### config.mk
export PLATFORM = sky130hd
export DESIGN_NAME = div_issuer
export DESIGN_NICKNAME = d
export VERILOG_FILES = /design/src/rtl/div_pkg.sv /design/src/rtl/div_fifo.sv /design/src/rtl/div_issuer.sv
export SDC_FILE = /design/constraint.sdc
export NUM_CORES = 1
export LEC_CHECK = 0
export BUFFER_PORTS_ARGS = -buffer_cell sky130_fd_sc_hd__buf_4
export CORE_ASPECT_RATIO = 0.75
export CORE_MARGIN = 3
export CORE_UTILIZATION = 50
export CTS_BUF_LIST = sky130_fd_sc_hd__clkbuf_16
export DETAILED_ROUTE_END_ITERATION = 10
export GPL_TIMING_DRIVEN = 0
export PLACE_DENSITY = 0.72
export SETUP_SLACK_MARGIN = 0.1
export SLEW_MARGIN = 10
export SYNTH_ARGS = -nofsm -noshare
export SYNTH_HDL_FRONTEND = slang
export SYNTH_SLANG_ARGS = --single-unit
### constraint.sdc
create_clock -name clk -period 3.6 [get_ports clk]
set_input_delay 0.36 -clock clk [delete_from_list [all_inputs] [get_ports clk]]
set_output_delay 0.36 -clock clk [all_outputs]
set_load 0.005 [all_outputs]
### src/rtl/div_pkg.sv
// Shared defaults and entry-width helpers for the divider issue front end.
// Build option: DIV_ISSUER_DBZ_EN adds divide-by-zero fixup (dbz flag + stored dividend).
package div_pkg;

  localparam int unsigned XLEN_DEF  = 32;
  localparam int unsigned DEPTH_DEF = 4;
  localparam int unsigned TAGW_DEF  = 4;

`ifdef DIV_ISSUER_DBZ_EN
  localparam bit DBZ_EN = 1'b1;
`else
  localparam bit DBZ_EN = 1'b0;
`endif

  // Tag FIFO entry: {tag, dbz, a} with fixup, {tag} without.
  function automatic int unsigned tag_entry_w(input int unsigned xlen, input int unsigned tagw);
    return DBZ_EN ? (tagw + 1 + xlen) : tagw;
  endfunction

  // Result FIFO entry: {quo, rem, tag, dbz} with fixup, {quo, rem, tag} without.
  function automatic int unsigned res_entry_w(input int unsigned xlen, input int unsigned tagw);
    return DBZ_EN ? (2 * xlen + tagw + 1) : (2 * xlen + tagw);
  endfunction

endpackage

### src/rtl/div_fifo.sv
// Synchronous FIFO with registered storage; push is accepted on a full FIFO
// when a pop happens in the same cycle.
module div_fifo #(
  parameter int unsigned WIDTH = 8,
  parameter int unsigned DEPTH = 4
) (
  input  logic             clk,
  input  logic             rst_n,
  input  logic             push_i,
  input  logic [WIDTH-1:0] wdata_i,
  input  logic             pop_i,
  output logic [WIDTH-1:0] rdata_o,
  output logic             full_o,
  output logic             empty_o
);

  localparam int unsigned AW = $clog2(DEPTH);

  logic [WIDTH-1:0] mem_q [DEPTH];
  logic [AW:0]      wr_ptr_q, wr_ptr_d;
  logic [AW:0]      rd_ptr_q, rd_ptr_d;
  logic             do_push, do_pop;

  assign empty_o = (wr_ptr_q == rd_ptr_q);
  assign full_o  = (wr_ptr_q[AW] != rd_ptr_q[AW]) && (wr_ptr_q[AW-1:0] == rd_ptr_q[AW-1:0]);
  assign rdata_o = mem_q[rd_ptr_q[AW-1:0]];

  always_comb begin
    do_pop   = pop_i && !empty_o;
    do_push  = push_i && (!full_o || do_pop);
    wr_ptr_d = wr_ptr_q;
    rd_ptr_d = rd_ptr_q;
    if (do_push) wr_ptr_d = wr_ptr_q + (AW+1)'(1);
    if (do_pop)  rd_ptr_d = rd_ptr_q + (AW+1)'(1);
  end

  always_ff @(posedge clk or negedge rst_n) begin
    if (!rst_n) begin
      wr_ptr_q <= '0;
      rd_ptr_q <= '0;
      for (int i = 0; i < int'(DEPTH); i++) mem_q[i] <= '0;
    end else begin
      wr_ptr_q <= wr_ptr_d;
      rd_ptr_q <= rd_ptr_d;
      if (do_push) mem_q[wr_ptr_q[AW-1:0]] <= wdata_i;
    end
  end

endmodule

### src/rtl/div_issuer.sv
// Issues divide requests to a fixed-latency-free divfunc, tracks tags in order and
// buffers results for a backpressured response port. Option: DIV_ISSUER_DBZ_EN.
module div_issuer
  import div_pkg::*;
#(
  parameter int unsigned XLEN  = XLEN_DEF,
  parameter int unsigned DEPTH = DEPTH_DEF,
  parameter int unsigned TAGW  = TAGW_DEF
) (
  input  logic            clk,
  input  logic            rst_n,
  input  logic            req_vld,
  output logic            req_rdy,
  input  logic [XLEN-1:0] req_a,
  input  logic [XLEN-1:0] req_b,
  input  logic [TAGW-1:0] req_tag,
  output logic            div_vld,
  output logic [XLEN-1:0] div_a,
  output logic [XLEN-1:0] div_b,
  input  logic [XLEN-1:0] div_quo,
  input  logic [XLEN-1:0] div_rem,
  input  logic            div_ack,
  output logic            rsp_vld,
  input  logic            rsp_rdy,
  output logic [XLEN-1:0] rsp_quo,
  output logic [XLEN-1:0] rsp_rem,
  output logic [TAGW-1:0] rsp_tag,
  output logic            rsp_dbz,
  output logic            err
);

  localparam int unsigned CNTW = $clog2(DEPTH + 1);
  localparam int unsigned TEW  = tag_entry_w(XLEN, TAGW);
  localparam int unsigned REW  = res_entry_w(XLEN, TAGW);

  logic [CNTW-1:0] cnt_q, cnt_d;
  logic            err_q, err_d;
  logic            req_rdy_q, req_rdy_d;
  logic            div_vld_q, div_vld_d;
  logic [XLEN-1:0] div_a_q, div_a_d;
  logic [XLEN-1:0] div_b_q, div_b_d;

  logic            accept, rsp_pop, ack_ok, ack_err;
  logic [TEW-1:0]  tag_wdata, tag_rdata;
  logic [REW-1:0]  res_wdata, res_rdata;
  logic            tag_full, tag_empty, res_full, res_empty;
  logic [TAGW-1:0] head_tag;

  assign accept  = req_vld && req_rdy_q;
  assign rsp_pop = rsp_vld && rsp_rdy;
  assign ack_ok  = div_ack && !tag_empty;
  assign ack_err = div_ack && tag_empty;

  assign req_rdy = req_rdy_q;
  assign div_vld = div_vld_q;
  assign div_a   = div_a_q;
  assign div_b   = div_b_q;
  assign err     = err_q;
  assign rsp_vld = !res_empty;
  assign rsp_quo = res_rdata[REW-1 -: XLEN];
  assign rsp_rem = res_rdata[REW-XLEN-1 -: XLEN];

`ifdef DIV_ISSUER_DBZ_EN
  logic            head_dbz;
  logic [XLEN-1:0] head_a;

  assign tag_wdata = {req_tag, (req_b == '0), req_a};
  assign head_tag  = tag_rdata[TEW-1 -: TAGW];
  assign head_dbz  = tag_rdata[XLEN];
  assign head_a    = tag_rdata[XLEN-1:0];
  // Divide-by-zero entries replace the divfunc result with the architectural fixup.
  assign res_wdata = {(head_dbz ? {XLEN{1'b1}} : div_quo),
                      (head_dbz ? head_a : div_rem),
                      head_tag, head_dbz};
  assign rsp_tag   = res_rdata[TAGW:1];
  assign rsp_dbz   = res_rdata[0];
`else
  assign tag_wdata = req_tag;
  assign head_tag  = tag_rdata;
  assign res_wdata = {div_quo, div_rem, head_tag};
  assign rsp_tag   = res_rdata[TAGW-1:0];
  assign rsp_dbz   = 1'b0;
`endif

  // Credits cover both in-flight and buffered entries, so the result FIFO cannot overflow.
  always_comb begin
    cnt_d     = cnt_q;
    err_d     = err_q | ack_err;
    div_vld_d = accept;
    div_a_d   = div_a_q;
    div_b_d   = div_b_q;
    case ({accept, rsp_pop})
      2'b10:   cnt_d = cnt_q + CNTW'(1);
      2'b01:   cnt_d = cnt_q - CNTW'(1);
      default: cnt_d = cnt_q;
    endcase
    if (accept) begin
      div_a_d = req_a;
      div_b_d = req_b;
    end
    req_rdy_d = (cnt_d < CNTW'(DEPTH)) && !err_d;
  end

  always_ff @(posedge clk or negedge rst_n) begin
    if (!rst_n) begin
      cnt_q     <= '0;
      err_q     <= 1'b0;
      req_rdy_q <= 1'b0;
      div_vld_q <= 1'b0;
      div_a_q   <= '0;
      div_b_q   <= '0;
    end else begin
      cnt_q     <= cnt_d;
      err_q     <= err_d;
      req_rdy_q <= req_rdy_d;
      div_vld_q <= div_vld_d;
      div_a_q   <= div_a_d;
      div_b_q   <= div_b_d;
    end
  end

  div_fifo #(.WIDTH(TEW), .DEPTH(DEPTH)) u_tag_fifo (
    .clk     (clk),
    .rst_n   (rst_n),
    .push_i  (accept),
    .wdata_i (tag_wdata),
    .pop_i   (ack_ok),
    .rdata_o (tag_rdata),
    .full_o  (tag_full),
    .empty_o (tag_empty)
  );

  div_fifo #(.WIDTH(REW), .DEPTH(DEPTH)) u_res_fifo (
    .clk     (clk),
    .rst_n   (rst_n),
    .push_i  (ack_ok),
    .wdata_i (res_wdata),
    .pop_i   (rsp_pop),
    .rdata_o (res_rdata),
    .full_o  (res_full),
    .empty_o (res_empty)
  );

  // Full flags are implied by the credit count; kept only for visibility.
  logic unused_full;
  assign unused_full = tag_full ^ res_full;

endmodule

==> run_summary.xml <==
<?xml version="1.0" encoding="UTF-8"?>
<metrics>
  <group name="sta">
    <metric name="setup_violations" unit="">0</metric>
    <metric name="skew" unit="ps">14.6</metric>
    <metric name="slew_viol_final" unit="">0</metric>
    <metric name="slew_headroom" unit="%">35.5</metric>
    <metric name="timing.hold.ws" unit="ps">69.2</metric>
    <metric name="layout_min_cycle_time" unit="ps">3190</metric>
    <metric name="min_period_over_period" unit="%">88.7</metric>
    <metric name="worst_slew_pin_slew" unit="ps">967</metric>
    <metric name="totalNegativeSetupSlack" unit="ps">0</metric>
    <metric name="achievable-frequency" unit="MHz">313</metric>
    <metric name="timing.final.ws_setup" unit="ps">409</metric>
    <metric name="timing_hold_violations_final" unit="">0</metric>
    <metric name="setup_repair_after_global_routing_missed_its_margin" unit="">false</metric>
  </group>
  <group name="floorplanning">
    <metric name="placement_rows" unit="">55</metric>
    <metric name="floorplan.die.width" unit="um">211</metric>
    <metric name="design.core.area" unit="um^2">30600</metric>
    <metric name="ioPinCount" unit="">274</metric>
    <metric name="starting_density_of_the_core" unit="%">51.5</metric>
    <metric name="fp.dieH" unit="um">160</metric>
    <metric name="fp.dieArea" unit="um^2">33700</metric>
  </group>
  <group name="worst_setup_path">
    <metric name="critical_path_arrival" unit="ps">2830</metric>
    <metric name="timing.critical_path.slowest_stage_cell" unit="">sky130_fd_sc_hd__clkbuf_1</metric>
    <metric name="worst-r2r-setup-slack" unit="ps">1140</metric>
    <metric name="cp_num_cells" unit="">5</metric>
    <metric name="buffering_stage_count_on_the_worst_path_with_inverters_included" unit="">4</metric>
    <metric name="r2r-start" unit="">u_tag_fifo.rd_ptr_q[0]$_DFFE_PN0P_</metric>
    <metric name="crit_family" unit="">buffers and inverters</metric>
    <metric name="worst_r2r_path_depth" unit="">8</metric>
    <metric name="crit_start" unit="">u_res_fifo.rd_ptr_q[1]$_DFFE_PN0P_</metric>
    <metric name="worstReg2RegEnd" unit="">u_res_fifo.mem_q[116]$_DFFE_PN0P_</metric>
    <metric name="worst_setup_path_end_kind" unit="">output port</metric>
    <metric name="worstSetupPathType" unit="">reg -&gt; out</metric>
    <metric name="crit_fanout" unit="">10</metric>
    <metric name="critical_path.max_stage_delay" unit="ps">640</metric>
    <metric name="crit_path_frequent_cell" unit="">sky130_fd_sc_hd__clkbuf_1</metric>
    <metric name="critical_path_cell_list" unit="">buf_2, clkbuf_1, clkbuf_1, mux4_2, buf_4</metric>
    <metric name="crit_path_start_kind" unit="">flip-flop</metric>
    <metric name="timing.critical_path.required" unit="ps">3240</metric>
    <metric name="critical_path.endpoint" unit="">rsp_rem[6]</metric>
  </group>
  <group name="global_route">
    <metric name="grt_util_all_layers" unit="%">20.5</metric>
    <metric name="first_pass_grt_wire_length" unit="mm">54.2</metric>
    <metric name="antenna_found_initial" unit="">1</metric>
    <metric name="grt_max_degree" unit="">111</metric>
    <metric name="vias_in_the_first_global_route" unit="">9691</metric>
    <metric name="grt_remaining_overflow" unit="">0</metric>
  </group>
  <group name="detailed_routing">
    <metric name="routed-via-count" unit="">8902</metric>
    <metric name="wirelength" unit="mm">33.8</metric>
    <metric name="routedWlPerCell" unit="um">20.5</metric>
    <metric name="viasPerCell" unit="">5.39</metric>
    <metric name="route.antenna.remaining_nets" unit="">0</metric>
    <metric name="post-route-drc-count" unit="">0</metric>
    <metric name="detailedRoute.firstPassIterationCount" unit="">4</metric>
    <metric name="drt_iter0_drc" unit="">357</metric>
  </group>
  <group name="yosys">
    <metric name="postSynthNetCount" unit="">1063</metric>
    <metric name="yosys_register_bits" unit="">370</metric>
    <metric name="synthMostInstantiatedCell" unit="">sky130_fd_sc_hd__dfrtp_1</metric>
    <metric name="synth_top_area_share" unit="%">58.7</metric>
    <metric name="synth-xor-area-share" unit="%">1.00</metric>
    <metric name="compound_gate_fraction_of_synth_area" unit="%">0.206</metric>
    <metric name="synthSimpleGateAreaFrac" unit="%">0.881</metric>
    <metric name="synth_top_flop_cell" unit="">sky130_fd_sc_hd__dfrtp_1</metric>
    <metric name="synthDominantAreaCellType" unit="">sky130_fd_sc_hd__dfrtp_1</metric>
    <metric name="synthTopCellsByCount" unit="">sky130_fd_sc_hd__dfrtp_1, sky130_fd_sc_hd__mux2_2, sky130_fd_sc_hd__mux4_2</metric>
    <metric name="edff_count_synth" unit="">0</metric>
    <metric name="synthesis.yosys.warnings" unit="">0</metric>
    <metric name="number_of_distinct_standard_cells_referenced_by_the_synthesized_netlist" unit="">24</metric>
    <metric name="synth_mux_area_share" unit="%">35.7</metric>
    <metric name="synth_fa_ha_area_share" unit="%">1.00</metric>
    <metric name="async_reset_ff_share" unit="%">100</metric>
    <metric name="post_synth.cell_area_avg" unit="um^2">17.2</metric>
    <metric name="summed_instance_area_of_the_synthesized_netlist" unit="um^2">15800</metric>
    <metric name="synth_top_family_by_area" unit="">multiplexers</metric>
    <metric name="cell_types_with_the_largest_area_share_after_synthesis" unit="">sky130_fd_sc_hd__dfrtp_1, sky130_fd_sc_hd__mux2_2, sky130_fd_sc_hd__mux4_2, sky130_fd_sc_hd__mux2_1, sky130_fd_sc_hd__ha_1</metric>
    <metric name="synth-seq-area-share" unit="%">58.7</metric>
    <metric name="synth_instances" unit="">914</metric>
  </group>
  <group name="min_path">
    <metric name="min_path_type" unit="">in -&gt; reg</metric>
  </group>
  <group name="final_layout">
    <metric name="fin_nets" unit="">1379</metric>
    <metric name="stdcell_count" unit="">1652</metric>
    <metric name="final_core_utilization" unit="%">63.9</metric>
    <metric name="area_growth" unit="%">24.1</metric>
    <metric name="n_antenna_cell" unit="">0</metric>
    <metric name="multi_input_area" unit="um^2">6120</metric>
    <metric name="final.fill_count" unit="">2293</metric>
    <metric name="sequential_standard_cell_area" unit="um^2">9260</metric>
    <metric name="drive_gt1_share" unit="%">61.6</metric>
  </group>
  <group name="clock_tree">
    <metric name="number_of_buffers_inserted_to_repair_setup_after_cts" unit="">0</metric>
    <metric name="cts_tree" unit="">done</metric>
    <metric name="cts.path.max_buffers" unit="">3</metric>
    <metric name="cts-buffers-inserted" unit="">38</metric>
    <metric name="clkSlewWorstSetupHoldPaths" unit="ps">60</metric>
    <metric name="post_cts.resized_instances" unit="">0</metric>
    <metric name="clock_tree.root_cell" unit="">sky130_fd_sc_hd__clkbuf_16</metric>
    <metric name="clock-sinks" unit="">370</metric>
    <metric name="insertion_delay" unit="ps">520</metric>
    <metric name="cts.htree.levels" unit="">2</metric>
  </group>
  <group name="run_status">
    <metric name="status" unit="">completed</metric>
  </group>
  <group name="placement">
    <metric name="buffer_ports.inserted" unit="">272</metric>
    <metric name="gpl.final_weighted_congestion" unit="">0.752</metric>
    <metric name="post_dp_hpwl" unit="mm">23.8</metric>
    <metric name="number_of_instances_in_the_placed_design" unit="">1588</metric>
    <metric name="pre_cts_ws" unit="ps">890</metric>
  </group>
  <group name="pwr">
    <metric name="power_per_standard_cell_area" unit="nW/um^2">990</metric>
    <metric name="ir_drop" unit="V">0.000498</metric>
    <metric name="p_leak" unit="nW">8.66</metric>
  </group>
  <group name="run">
    <metric name="maxCapViolations" unit="">0</metric>
  </group>
</metrics>
cell type report:
type	count	share of cell area (%)
plain buffers	55	1.79
clock buffers	39	4.99
clock inverters	24	0.909
inverters	8	0.154
multi-input cells	481	31.3
flip-flops and latches	370	47.3
well taps	399	2.55
repair buffers	276	11.0
worst min-delay path by stage:
stage,to,from,slack (ps),depth (start not counted)
5_1_grt,div_b[18]$_DFFE_PN0P_,req_b[18],40,2
3_5_place_dp,cnt_q[2]$_DFF_PN0_,cnt_q[2]$_DFF_PN0_,460,1
3_3_place_gp,cnt_q[2]$_DFF_PN0_,cnt_q[2]$_DFF_PN0_,450,1
2_1_floorplan,cnt_q[0]$_DFFE_PN0N_,rst_n,60,0
6_report,div_b[30]$_DFFE_PN0P_,req_b[30],70,2
4_1_cts,div_b[30]$_DFFE_PN0P_,req_b[30],30,2
worst reg2reg max path, cell delays in order (launching register included):
cell and delay [ps]:
sky130_fd_sc_hd__dfrtp_1 380, sky130_fd_sc_hd__buf_2 190, sky130_fd_sc_hd__xnor2_1 170, sky130_fd_sc_hd__a31o_1 240, sky130_fd_sc_hd__buf_4 190, sky130_fd_sc_hd__nor3b_4 380
sky130_fd_sc_hd__buf_6 240, sky130_fd_sc_hd__buf_6 190, sky130_fd_sc_hd__mux2_2 350
cells by family (layout without fill, tap and decap cells):
group           count (synthesis)  count (layout)
other cells                     1               1
flops                         370             370
fa+ha+maj                      12              12
xor+xnor                       18              18
simple gates                   18              18
compound gates                  4               4
mux                           428             428
buf+inv                        63             402
cell usage in the layout (no fill, tap or decap):
cell type                       Yosys  routed
sky130_fd_sc_hd__inv_6              0       1
sky130_fd_sc_hd__buf_6             11      11
sky130_fd_sc_hd__o21ai_0            1       1
sky130_fd_sc_hd__conb_1             1       1
sky130_fd_sc_hd__fa_1               1       1
sky130_fd_sc_hd__buf_4             10     281
sky130_fd_sc_hd__and4b_1            1       1
sky130_fd_sc_hd__a41oi_1            1       1
sky130_fd_sc_hd__clkinv_1           0       6
sky130_fd_sc_hd__nor3b_4            4       4
sky130_fd_sc_hd__buf_2             19      19
sky130_fd_sc_hd__nor2_1             4       4
sky130_fd_sc_hd__nand3b_1           1       1
sky130_fd_sc_hd__buf_8              0       1
sky130_fd_sc_hd__buf_16             0       3
sky130_fd_sc_hd__clkinv_2           0       3
sky130_fd_sc_hd__mux4_2            72      72
sky130_fd_sc_hd__bufinv_16          0       3
sky130_fd_sc_hd__xnor2_1           13      13
sky130_fd_sc_hd__xor2_1             5       5
sky130_fd_sc_hd__ha_1              11      11
sky130_fd_sc_hd__clkbuf_16          0      39
sky130_fd_sc_hd__clkbuf_1          15      15
sky130_fd_sc_hd__dfrtp_1          370     370
sky130_fd_sc_hd__inv_1              8      19
sky130_fd_sc_hd__nand3_1            1       1
sky130_fd_sc_hd__a31o_1             1       1
sky130_fd_sc_hd__mux2_2           335     335
sky130_fd_sc_hd__mux2_1            21      21
sky130_fd_sc_hd__dlygate4sd3_1      0       1
sky130_fd_sc_hd__a41o_1             1       1
sky130_fd_sc_hd__nand2_1            7       7
registers in the layout (all words and copies together), names as in the netlist:
name / flops
div_a: 32
u_res_fifo.wr_ptr_q: 3
u_res_fifo.rd_ptr_q: 3
u_tag_fifo.rd_ptr_q: 3
div_vld: 1
u_tag_fifo.wr_ptr_q: 3
cnt_q: 3
div_b: 32
u_res_fifo.mem_q: 272
u_tag_fifo.mem_q: 16
req_rdy: 1
err: 1
repair_timing:
action | 4_1_cts | 5_1_grt
endpoints found under the hold margin | 102 | 0
setup endpoints to repair | 0 | 0
hold buffers | 1 | 0
per-stage QoR:
stage               cell area, um^2  total power [mW]
floorplan                     15800              12.4
global placement              18300              15.6
detailed placement            18400              15.9
CTS                           19600              19.7
global route                  19600              20.6
finish                        19600              19.4
layer usage:
layer  track usage [%]  vias up  part of all wire [%]
li1                  -     4004                     -
met1              29.5     4631                    46
met2              31.2      218                    45
met3              5.75       47                   7.3
met4              4.99        2                   1.8
met5                 0        -                 0.038
power breakdown:
part	internal [mW]	switching, mW	total (mW)
clock	2.16	1.53	3.69
sequential	6.31	1.05	7.36
combinational	5.17	3.14	8.31
No activity file was read; power rests on OpenSTA's default activity.
